==> config.mk <==
export PLATFORM = sky130hd
export DESIGN_NAME = rv_multi_cycle_core
export DESIGN_NICKNAME = d
export VERILOG_FILES = /design/src/rtl/rv_pkg.sv /design/src/rtl/rv_lsu_align.sv /design/src/rtl/rv_multi_cycle_core.sv
export SDC_FILE = /design/constraint.sdc
export NUM_CORES = 2
export LEC_CHECK = 0
export CORE_ASPECT_RATIO = 1.75
export CORE_MARGIN = 1.5
export CORE_UTILIZATION = 55
export CTS_BUF_LIST = sky130_fd_sc_hd__clkbuf_16
export CTS_CLUSTER_SIZE = 8
export DETAILED_ROUTE_END_ITERATION = 7
export MAX_ROUTING_LAYER = met4
export PLACE_DENSITY = 0.73
export SYNTH_ARGS = -nofsm -noshare
export SYNTH_HDL_FRONTEND = slang
export SYNTH_SLANG_ARGS = --single-unit
==> constraint.sdc <==
create_clock -name clk -period 43.6 [get_ports clk]
set_input_delay 4.36 -clock clk [delete_from_list [all_inputs] [get_ports clk]]
set_output_delay 4.36 -clock clk [all_outputs]
set_load 0.005 [all_outputs]
==> src/rtl/rv_pkg.sv <==
// Shared definitions for the multi-cycle RV32I core: opcodes, load/store
// widths, FSM states, trap causes and the reused datapath helper units.
package rv_pkg;

  localparam logic [6:0] LOAD   = 7'b0000011;
  localparam logic [6:0] STORE  = 7'b0100011;
  localparam logic [6:0] BRANCH = 7'b1100011;
  localparam logic [6:0] JAL    = 7'b1101111;
  localparam logic [6:0] JALR   = 7'b1100111;
  localparam logic [6:0] OP     = 7'b0110011;
  localparam logic [6:0] OP_IMM = 7'b0010011;
  localparam logic [6:0] LUI    = 7'b0110111;
  localparam logic [6:0] AUIPC  = 7'b0010111;
  localparam logic [6:0] SYSTEM = 7'b1110011;

  localparam logic [2:0] F3_B  = 3'b000;
  localparam logic [2:0] F3_H  = 3'b001;
  localparam logic [2:0] F3_W  = 3'b010;
  localparam logic [2:0] F3_BU = 3'b100;
  localparam logic [2:0] F3_HU = 3'b101;

  typedef enum logic [2:0] {FETCH, DECODE, EXEC, MEM, WB, HALT} state_t;

  typedef enum logic [1:0] {
    TRAP_NONE     = 2'd0,
    TRAP_ILLEGAL  = 2'd1,
    TRAP_MISALIGN = 2'd2,
    TRAP_ECALL    = 2'd3
  } trap_t;

  typedef enum logic [3:0] {
    ALU_ADD, ALU_SUB, ALU_SLL, ALU_SLT, ALU_SLTU,
    ALU_XOR, ALU_SRL, ALU_SRA, ALU_OR, ALU_AND
  } alu_op_t;

  function automatic logic [31:0] imm_gen(input logic [31:0] ir);
    logic [31:0] imm;
    case (ir[6:0])
      OP_IMM, LOAD, JALR, SYSTEM: imm = {{20{ir[31]}}, ir[31:20]};
      STORE:       imm = {{20{ir[31]}}, ir[31:25], ir[11:7]};
      BRANCH:      imm = {{19{ir[31]}}, ir[31], ir[7], ir[30:25], ir[11:8], 1'b0};
      LUI, AUIPC:  imm = {ir[31:12], 12'b0};
      JAL:         imm = {{11{ir[31]}}, ir[31], ir[19:12], ir[20], ir[30:21], 1'b0};
      default:     imm = '0;
    endcase
    return imm;
  endfunction

  // Only OP/OP-IMM select an operation; every other class needs an add.
  function automatic alu_op_t alu_control(input logic [6:0] opcode, input logic [2:0] f3,
                                          input logic f7b5);
    alu_op_t op;
    op = ALU_ADD;
    if (opcode == OP || opcode == OP_IMM) begin
      case (f3)
        3'b000:  op = (opcode == OP && f7b5) ? ALU_SUB : ALU_ADD;
        3'b001:  op = ALU_SLL;
        3'b010:  op = ALU_SLT;
        3'b011:  op = ALU_SLTU;
        3'b100:  op = ALU_XOR;
        3'b101:  op = f7b5 ? ALU_SRA : ALU_SRL;
        3'b110:  op = ALU_OR;
        default: op = ALU_AND;
      endcase
    end
    return op;
  endfunction

  function automatic logic [31:0] alu(input alu_op_t op, input logic [31:0] a,
                                      input logic [31:0] b);
    logic [31:0] y;
    case (op)
      ALU_SUB:  y = a - b;
      ALU_SLL:  y = a << b[4:0];
      ALU_SLT:  y = {31'b0, $signed(a) < $signed(b)};
      ALU_SLTU: y = {31'b0, a < b};
      ALU_XOR:  y = a ^ b;
      ALU_SRL:  y = a >> b[4:0];
      ALU_SRA:  y = 32'($signed(a) >>> b[4:0]);
      ALU_OR:   y = a | b;
      ALU_AND:  y = a & b;
      default:  y = a + b;
    endcase
    return y;
  endfunction

  function automatic logic branch_taken(input logic [2:0] f3, input logic [31:0] a,
                                        input logic [31:0] b);
    logic t;
    case (f3)
      3'b000:  t = (a == b);
      3'b001:  t = (a != b);
      3'b100:  t = ($signed(a) < $signed(b));
      3'b101:  t = ($signed(a) >= $signed(b));
      3'b110:  t = (a < b);
      3'b111:  t = (a >= b);
      default: t = 1'b0;
    endcase
    return t;
  endfunction

endpackage

==> src/rtl/rv_lsu_align.sv <==
// Byte-lane steering for the shared memory port: store replication and
// strobes, load lane extraction with extension, and alignment checking.
module rv_lsu_align
  import rv_pkg::*;
(
  input  logic [2:0]  funct3,
  input  logic [31:0] addr,
  input  logic [31:0] store_data,
  input  logic [31:0] load_word,
  output logic [31:0] wdata,
  output logic [3:0]  wstrb,
  output logic [31:0] load_data,
  output logic        misaligned
);

  logic [31:0] shifted;

  always_comb begin
    wdata = store_data;
    wstrb = 4'b1111;
    case (funct3[1:0])
      2'b00: begin
        wdata = {4{store_data[7:0]}};
        wstrb = 4'b0001 << addr[1:0];
      end
      2'b01: begin
        wdata = {2{store_data[15:0]}};
        wstrb = 4'b0011 << addr[1:0];
      end
      default: ;
    endcase
  end

  always_comb begin
    shifted = load_word >> {addr[1:0], 3'b000};
    case (funct3)
      F3_B:    load_data = {{24{shifted[7]}}, shifted[7:0]};
      F3_H:    load_data = {{16{shifted[15]}}, shifted[15:0]};
      F3_BU:   load_data = {24'b0, shifted[7:0]};
      F3_HU:   load_data = {16'b0, shifted[15:0]};
      default: load_data = load_word;
    endcase
  end

  always_comb begin
    case (funct3[1:0])
      2'b01:   misaligned = addr[0];
      2'b10:   misaligned = (addr[1:0] != 2'b00);
      default: misaligned = 1'b0;
    endcase
  end

endmodule

==> src/rtl/rv_multi_cycle_core.sv <==
// Multi-cycle RV32I core: FETCH/DECODE/EXEC/MEM/WB control FSM sharing one
// ready/valid memory port between instruction and data accesses.
module rv_multi_cycle_core
  import rv_pkg::*;
#(
  parameter logic [31:0] RESET_PC      = 32'h0000_0000,
  parameter bit          HALT_ON_ECALL = 1'b1
) (
  input  logic        clk,
  input  logic        rst,
  output logic        mem_req,
  output logic        mem_we,
  output logic [31:0] mem_addr,
  output logic [31:0] mem_wdata,
  output logic [3:0]  mem_wstrb,
  input  logic        mem_ready,
  input  logic [31:0] mem_rdata,
  output logic        retire,
  output logic        halted,
  output logic [1:0]  trap_cause
);

  state_t      state_q, state_d;
  trap_t       trap_q;
  logic [31:0] pc, ir, a_reg, b_reg, imm_reg, alu_reg, mdr;
  logic [31:0] regs [32];

  logic [6:0]  opcode;
  logic [4:0]  rd, rs1, rs2;
  logic [2:0]  f3;
  logic        legal, is_load, is_store, is_branch, is_jal, is_jalr, is_system;
  logic [31:0] alu_a, alu_b, alu_y, pc_plus4, lsu_addr;
  logic [31:0] lsu_wdata, lsu_load_data, rd_wdata;
  logic [3:0]  lsu_wstrb;
  logic        lsu_misaligned, rd_wen, req_int;

  assign opcode    = ir[6:0];
  assign rd        = ir[11:7];
  assign f3        = ir[14:12];
  assign rs1       = ir[19:15];
  assign rs2       = ir[24:20];
  assign is_load   = (opcode == LOAD);
  assign is_store  = (opcode == STORE);
  assign is_branch = (opcode == BRANCH);
  assign is_jal    = (opcode == JAL);
  assign is_jalr   = (opcode == JALR);
  assign is_system = (opcode == SYSTEM);
  assign pc_plus4  = pc + 32'd4;

  always_comb begin
    case (opcode)
      LOAD, STORE, BRANCH, JAL, JALR, OP, OP_IMM, LUI, AUIPC, SYSTEM: legal = 1'b1;
      default: legal = 1'b0;
    endcase
  end

  assign alu_a = (opcode == AUIPC || is_jal) ? pc : (opcode == LUI) ? '0 : a_reg;
  assign alu_b = (opcode == OP || is_branch) ? b_reg : imm_reg;
  assign alu_y = alu(alu_control(opcode, f3, ir[30]), alu_a, alu_b);

  // EXEC checks alignment on the freshly computed address; MEM uses the latched one.
  assign lsu_addr = (state_q == EXEC) ? alu_y : alu_reg;

  rv_lsu_align u_lsu (
    .funct3     (f3),
    .addr       (lsu_addr),
    .store_data (b_reg),
    .load_word  (mem_rdata),
    .wdata      (lsu_wdata),
    .wstrb      (lsu_wstrb),
    .load_data  (lsu_load_data),
    .misaligned (lsu_misaligned)
  );

  always_comb begin
    state_d   = state_q;
    req_int   = 1'b0;
    mem_we    = 1'b0;
    mem_addr  = {pc[31:2], 2'b00};
    mem_wdata = '0;
    mem_wstrb = '0;
    retire    = 1'b0;
    case (state_q)
      FETCH: begin
        req_int = 1'b1;
        if (mem_ready) state_d = DECODE;
      end
      DECODE: begin
        if (!legal || (is_system && HALT_ON_ECALL)) state_d = HALT;
        else                                          state_d = EXEC;
      end
      EXEC: begin
        if (is_branch) begin
          retire  = 1'b1;
          state_d = FETCH;
        end else if (is_load || is_store) begin
          state_d = lsu_misaligned ? HALT : MEM;
        end else begin
          state_d = WB;
        end
      end
      MEM: begin
        req_int  = 1'b1;
        mem_addr = alu_reg;
        if (is_store) begin
          mem_we    = 1'b1;
          mem_wdata = lsu_wdata;
          mem_wstrb = lsu_wstrb;
        end
        if (mem_ready) begin
          retire  = is_store;
          state_d = is_store ? FETCH : WB;
        end
      end
      WB: begin
        retire  = 1'b1;
        state_d = FETCH;
      end
      default: ;
    endcase
  end

  // State already sits at FETCH during reset, so the request is masked by rst itself.
  assign mem_req    = req_int & ~rst;
  assign halted     = (state_q == HALT);
  assign trap_cause = trap_q;

  always_ff @(posedge clk or posedge rst) begin
    if (rst) begin
      state_q <= FETCH;
      trap_q  <= TRAP_NONE;
      pc      <= RESET_PC;
      ir      <= '0;
      a_reg   <= '0;
      b_reg   <= '0;
      imm_reg <= '0;
      alu_reg <= '0;
      mdr     <= '0;
    end else begin
      state_q <= state_d;
      case (state_q)
        FETCH: if (mem_ready) ir <= mem_rdata;
        DECODE: begin
          a_reg   <= regs[rs1];
          b_reg   <= regs[rs2];
          imm_reg <= imm_gen(ir);
          if (!legal)                              trap_q <= TRAP_ILLEGAL;
          else if (is_system && HALT_ON_ECALL)     trap_q <= TRAP_ECALL;
        end
        EXEC: begin
          alu_reg <= alu_y;
          if (is_branch)
            pc <= branch_taken(f3, a_reg, b_reg) ? pc + imm_reg : pc_plus4;
          if ((is_load || is_store) && lsu_misaligned) trap_q <= TRAP_MISALIGN;
        end
        MEM: begin
          if (mem_ready) begin
            if (is_store) pc  <= pc_plus4;
            else          mdr <= lsu_load_data;
          end
        end
        WB: pc <= is_jal ? alu_reg : is_jalr ? {alu_reg[31:1], 1'b0} : pc_plus4;
        default: ;
      endcase
    end
  end

  assign rd_wen   = (state_q == WB) && (rd != 5'd0) && !is_system;
  assign rd_wdata = is_load ? mdr : (is_jal || is_jalr) ? pc_plus4 : alu_reg;

  always_ff @(posedge clk or posedge rst) begin
    if (rst) begin
      for (int unsigned i = 0; i < 32; i++) regs[i] <= '0;
    end else if (rd_wen) begin
      regs[rd] <= rd_wdata;
    end
  end

endmodule

==> results by group <==
Setup path
  – Crit path cell chain: xor2_1 -> nand3_2 -> mux2_2 -> buf_4 -> inv_2 -> fa_1 -> nand2b_1 -> a211oi_1 -> o21ai_1 -> a31oi_1 -> or3_1 -> a311oi_1 -> buf_4 -> o311ai_0 -> o311ai_1 -> o22ai_2 -> inv_2 -> nor2_1 -> nor2_1 -> a21oi_1 -> clkdlybuf4s50_1
  – Required @ worst endpoint: 39.24 ns
  – RR Startpoint: ir[6]$_DFFE_PP0P_
  – Delay-heaviest family, CP: compound AO/OA/AOI/OAI gates
  – Slowest Stage Delay on Critical Path: 0.86 ns
  – Worst reg2reg setup slack: 35.03 ns
  – Worst Setup SP: ir[6]$_DFFE_PP0P_
  – Worst-path fanout max: 41
  – Crit path kind: reg2out
  – Worst path bufs/invs: 5
  – Critical Path Sink Type: output pin
  – Worst EP arrival: 9.46 ns
  – CP Launch Type: flip-flop
  – Worst r2r dst: mdr[29]$_DFFE_PP0P_
  – Reg2reg path depth: 20
  – Slowest-stage cell, CP: clkdlybuf4s50_1

STA
  – Max-slew violation count: 23
  – Slew HR: -0.209
  – Post-layout min period: 13.82 ns
  – Setup ws final: 29.78 ns
  – Fmax: 72.4 MHz
  – Least-Margin Pin Slew: 1.80 ns
  – Fin Setup TNS: 0 ns
  – Final hold vios: 0
  – Final setup vio count: 0
  – RSZ-0062 raised after global routing: false
  – WHS: 0.393 ns
  – Final period utilization: 0.317
  – Fin Clk Skew: 0.0891 ns

Routing
  – DR iter-0 viols: 9222
  – DRC Markers: 1
  – Drt wl/cell: 39.0 um
  – First-pass DRT Iterations: 8
  – Routed wire length: 356000 um
  – Vias/cell: 7.35
  – Via count: 67100
  – ANT nets after route: 0

CTS
  – Hold_buf cts: 0
  – CTS buffer count: 175
  – Worst-path clk slew: 0.07 ns
  – Skew-Pair Late Insertion Delay: 0.86 ns
  – Setup Fix Bufs, Post-CTS: 0
  – Clk buf depth: 3
  – CTS Root Cell: clkbuf_16
  – CTS tree: done
  – Cts repair resizes: 0
  – Clock sink count: 1253
  – H-tree depth: 4

GRT
  – Largest net degree at the start of global routing: 176
  – Grt ovf: 0
  – Antenna violations before repair: 88
  – First-pass GRT wire length: 510000 um
  – Vias in the first global route: 66700
  – GRT Total Usage: 0.551

Logic synthesis
  – Sequential element share of the synthesized area: 0.418
  – Warnings, synthesis: 0
  – Post-synth top area share: 0.418
  – Number of synthesized register bits: 1253
  – Netlist Area Pre-Place: 75100 um^2
  – Yosys cell types: 92
  – Syn_nets: 7652
  – Most frequent cell after synthesis: nand2_1
  – Synth area leader: dfrtp_1
  – Cell count after synthesis: 7449
  – Synth Flop Type: dfrtp_1
  – Area contributors post-synth: dfrtp_1 (42%), mux4_2 (19%), o21ai_0 (8.5%), nand2_1 (7.2%), clkbuf_1 (3.0%)
  – Ys async rst share: 1.00
  – Synth cell count leaders: nand2_1 (1443), o21ai_0 (1281), dfrtp_1 (1253), mux4_2 (644), clkbuf_1 (603)
  – EDFF count, synth: 0
  – Mean Syn Cell Area: 10.1 um^2

Pwr
  – Power Density: 74.1 nW/um^2
  – Leakage: 34.8 nW
  – Peak supply drop: 0.0577 mV

Final layout
  – # fillers: 10700
  – Area grow syn2layout: 10.4%
  – Layout cells sized above 1: 0.168
  – Largest Register: regs
  – Post-route cell area: 82900 um^2
  – # nets final: 7413
  – Non-Filler Instances: 9134
  – Max reg flops: 1024

Run
  – Max_cap viols: 8

Hold path
  – Hold EP: regs[1008]$_DFFE_PP0P_
  – Hold Path Depth: 0
  – Hold_sp: regs[1008]$_DFFE_PP0P_
  – Hold WC Path Type: reg2reg

Placement
  – GPL Wtd Cong: 1.14
  – Placed Instance Area: 77700 um^2
  – HPWL after DPL: 237000 um
  – Pre-CTS WS: 31.20 ns
  – Post-Place Cells: 8836
  – Port Buffers: 108

Floorplanning
  – Width of the die: 282 um
  – Total die area: 139000 um^2
  – Vert. Die Dim: 492 um
  – Cell Rows: 179
  – Initial Util: 0.553
  – Core area: 136000 um^2
  – Num ports: 109

Outcome
  – Failing checks: design-rule violations, max-capacitance violations, max-slew violations
  – Status: finished, violations left
-- worst register-to-register path: cells and delay by family, from the launching register on --
kind,cells,cell delay (ns)
AOI/OAI and AO/OA,7,2.85
and+or+nand+nor,6,2.22
buffers and inverters,4,1.50
DFF,1,0.61
muxes,1,0.45
adders and majority gates,1,0.40
xor gates and xnor gates,1,0.35
-- logic make-up after synthesis --
group / after synthesis / synth area share
xor gates and xnor gates: 82 / 0.00956
DFF: 1253 / 0.418
adders and majority gates: 168 / 0.0283
muxes: 868 / 0.224
AOI/OAI and AO/OA: 2074 / 0.159
and+or+nand+nor: 2149 / 0.118
buffers and inverters: 855 / 0.0438
-- final cells by class --
class / instances / area, um^2 / area share
timing repair buffer: 288 / 2570 / 0.0310
multi-input combinational: 5341 / 41000 / 0.495
antenna: 93 / 233 / 0.00281
sequential: 1253 / 31400 / 0.379
clock buffer: 176 / 4400 / 0.0531
clock inverter: 22 / 435 / 0.00525
inverter: 151 / 574 / 0.00693
tap: 1810 / 2260 / 0.0273
-- report_power, final --
part | leakage [nW] | internal, W | total, W | switching, W
logic | 15.3 | 0.00105 | 0.00298 | 0.00193
registers | 17.1 | 0.00147 | 0.00191 | 0.000440
clock network | 2.36 | 0.000718 | 0.00126 | 0.000538
-- through the flow --
step,utilization,total power [W]
3_3_place_gp,0.572,0.00462
5_1_grt,0.611,0.00630
4_1_cts,0.608,0.00593
3_5_place_dp,0.572,0.00468
2_1_floorplan,-,0.00354
6_report,0.611,0.00615
-- placed cells by master (no fill, tap or decap), types with 29 or more instances in the layout --
| master | instances |
|---|---|
| nand2_1 | 1408 |
| and3_1 | 42 |
| a21oi_2 | 32 |
| buf_4 | 166 |
| a221oi_1 | 40 |
| mux2_2 | 48 |
| o211ai_1 | 32 |
| o21ai_0 | 1276 |
| xor2_1 | 29 |
| nand3_1 | 112 |
| nor3_1 | 60 |
| a21oi_1 | 239 |
| a21o_1 | 71 |
| a22o_1 | 40 |
| a31oi_1 | 52 |
| mux4_2 | 644 |
| diode_2 | 93 |
| inv_1 | 149 |
| xnor2_1 | 53 |
| clkbuf_16 | 176 |
| mux2i_1 | 167 |
| dfrtp_1 | 1243 |
| nand2_4 | 32 |
| clkdlybuf4s50_1 | 108 |
| a211oi_1 | 40 |
| nor2_1 | 320 |
| ha_1 | 164 |
-- per-layer routing --
layer  global-route usage  wire (um)
met2                0.781     162000
met4                0.543      45500
met1                0.550     106000
met3                0.245      43400
met5                    -          0
-- how the worst max path moves through the flow --
stage,end,cells after the start
floorplan,a_reg[0]$_DFFE_PP0P_,1
global placement,mem_wstrb[2],21
detailed placement,mem_wstrb[2],21
CTS,mem_wstrb[2],21
global route,mem_wstrb[2],21
finish,mem_wstrb[2],21
No activity file was read; power rests on OpenSTA's default activity.
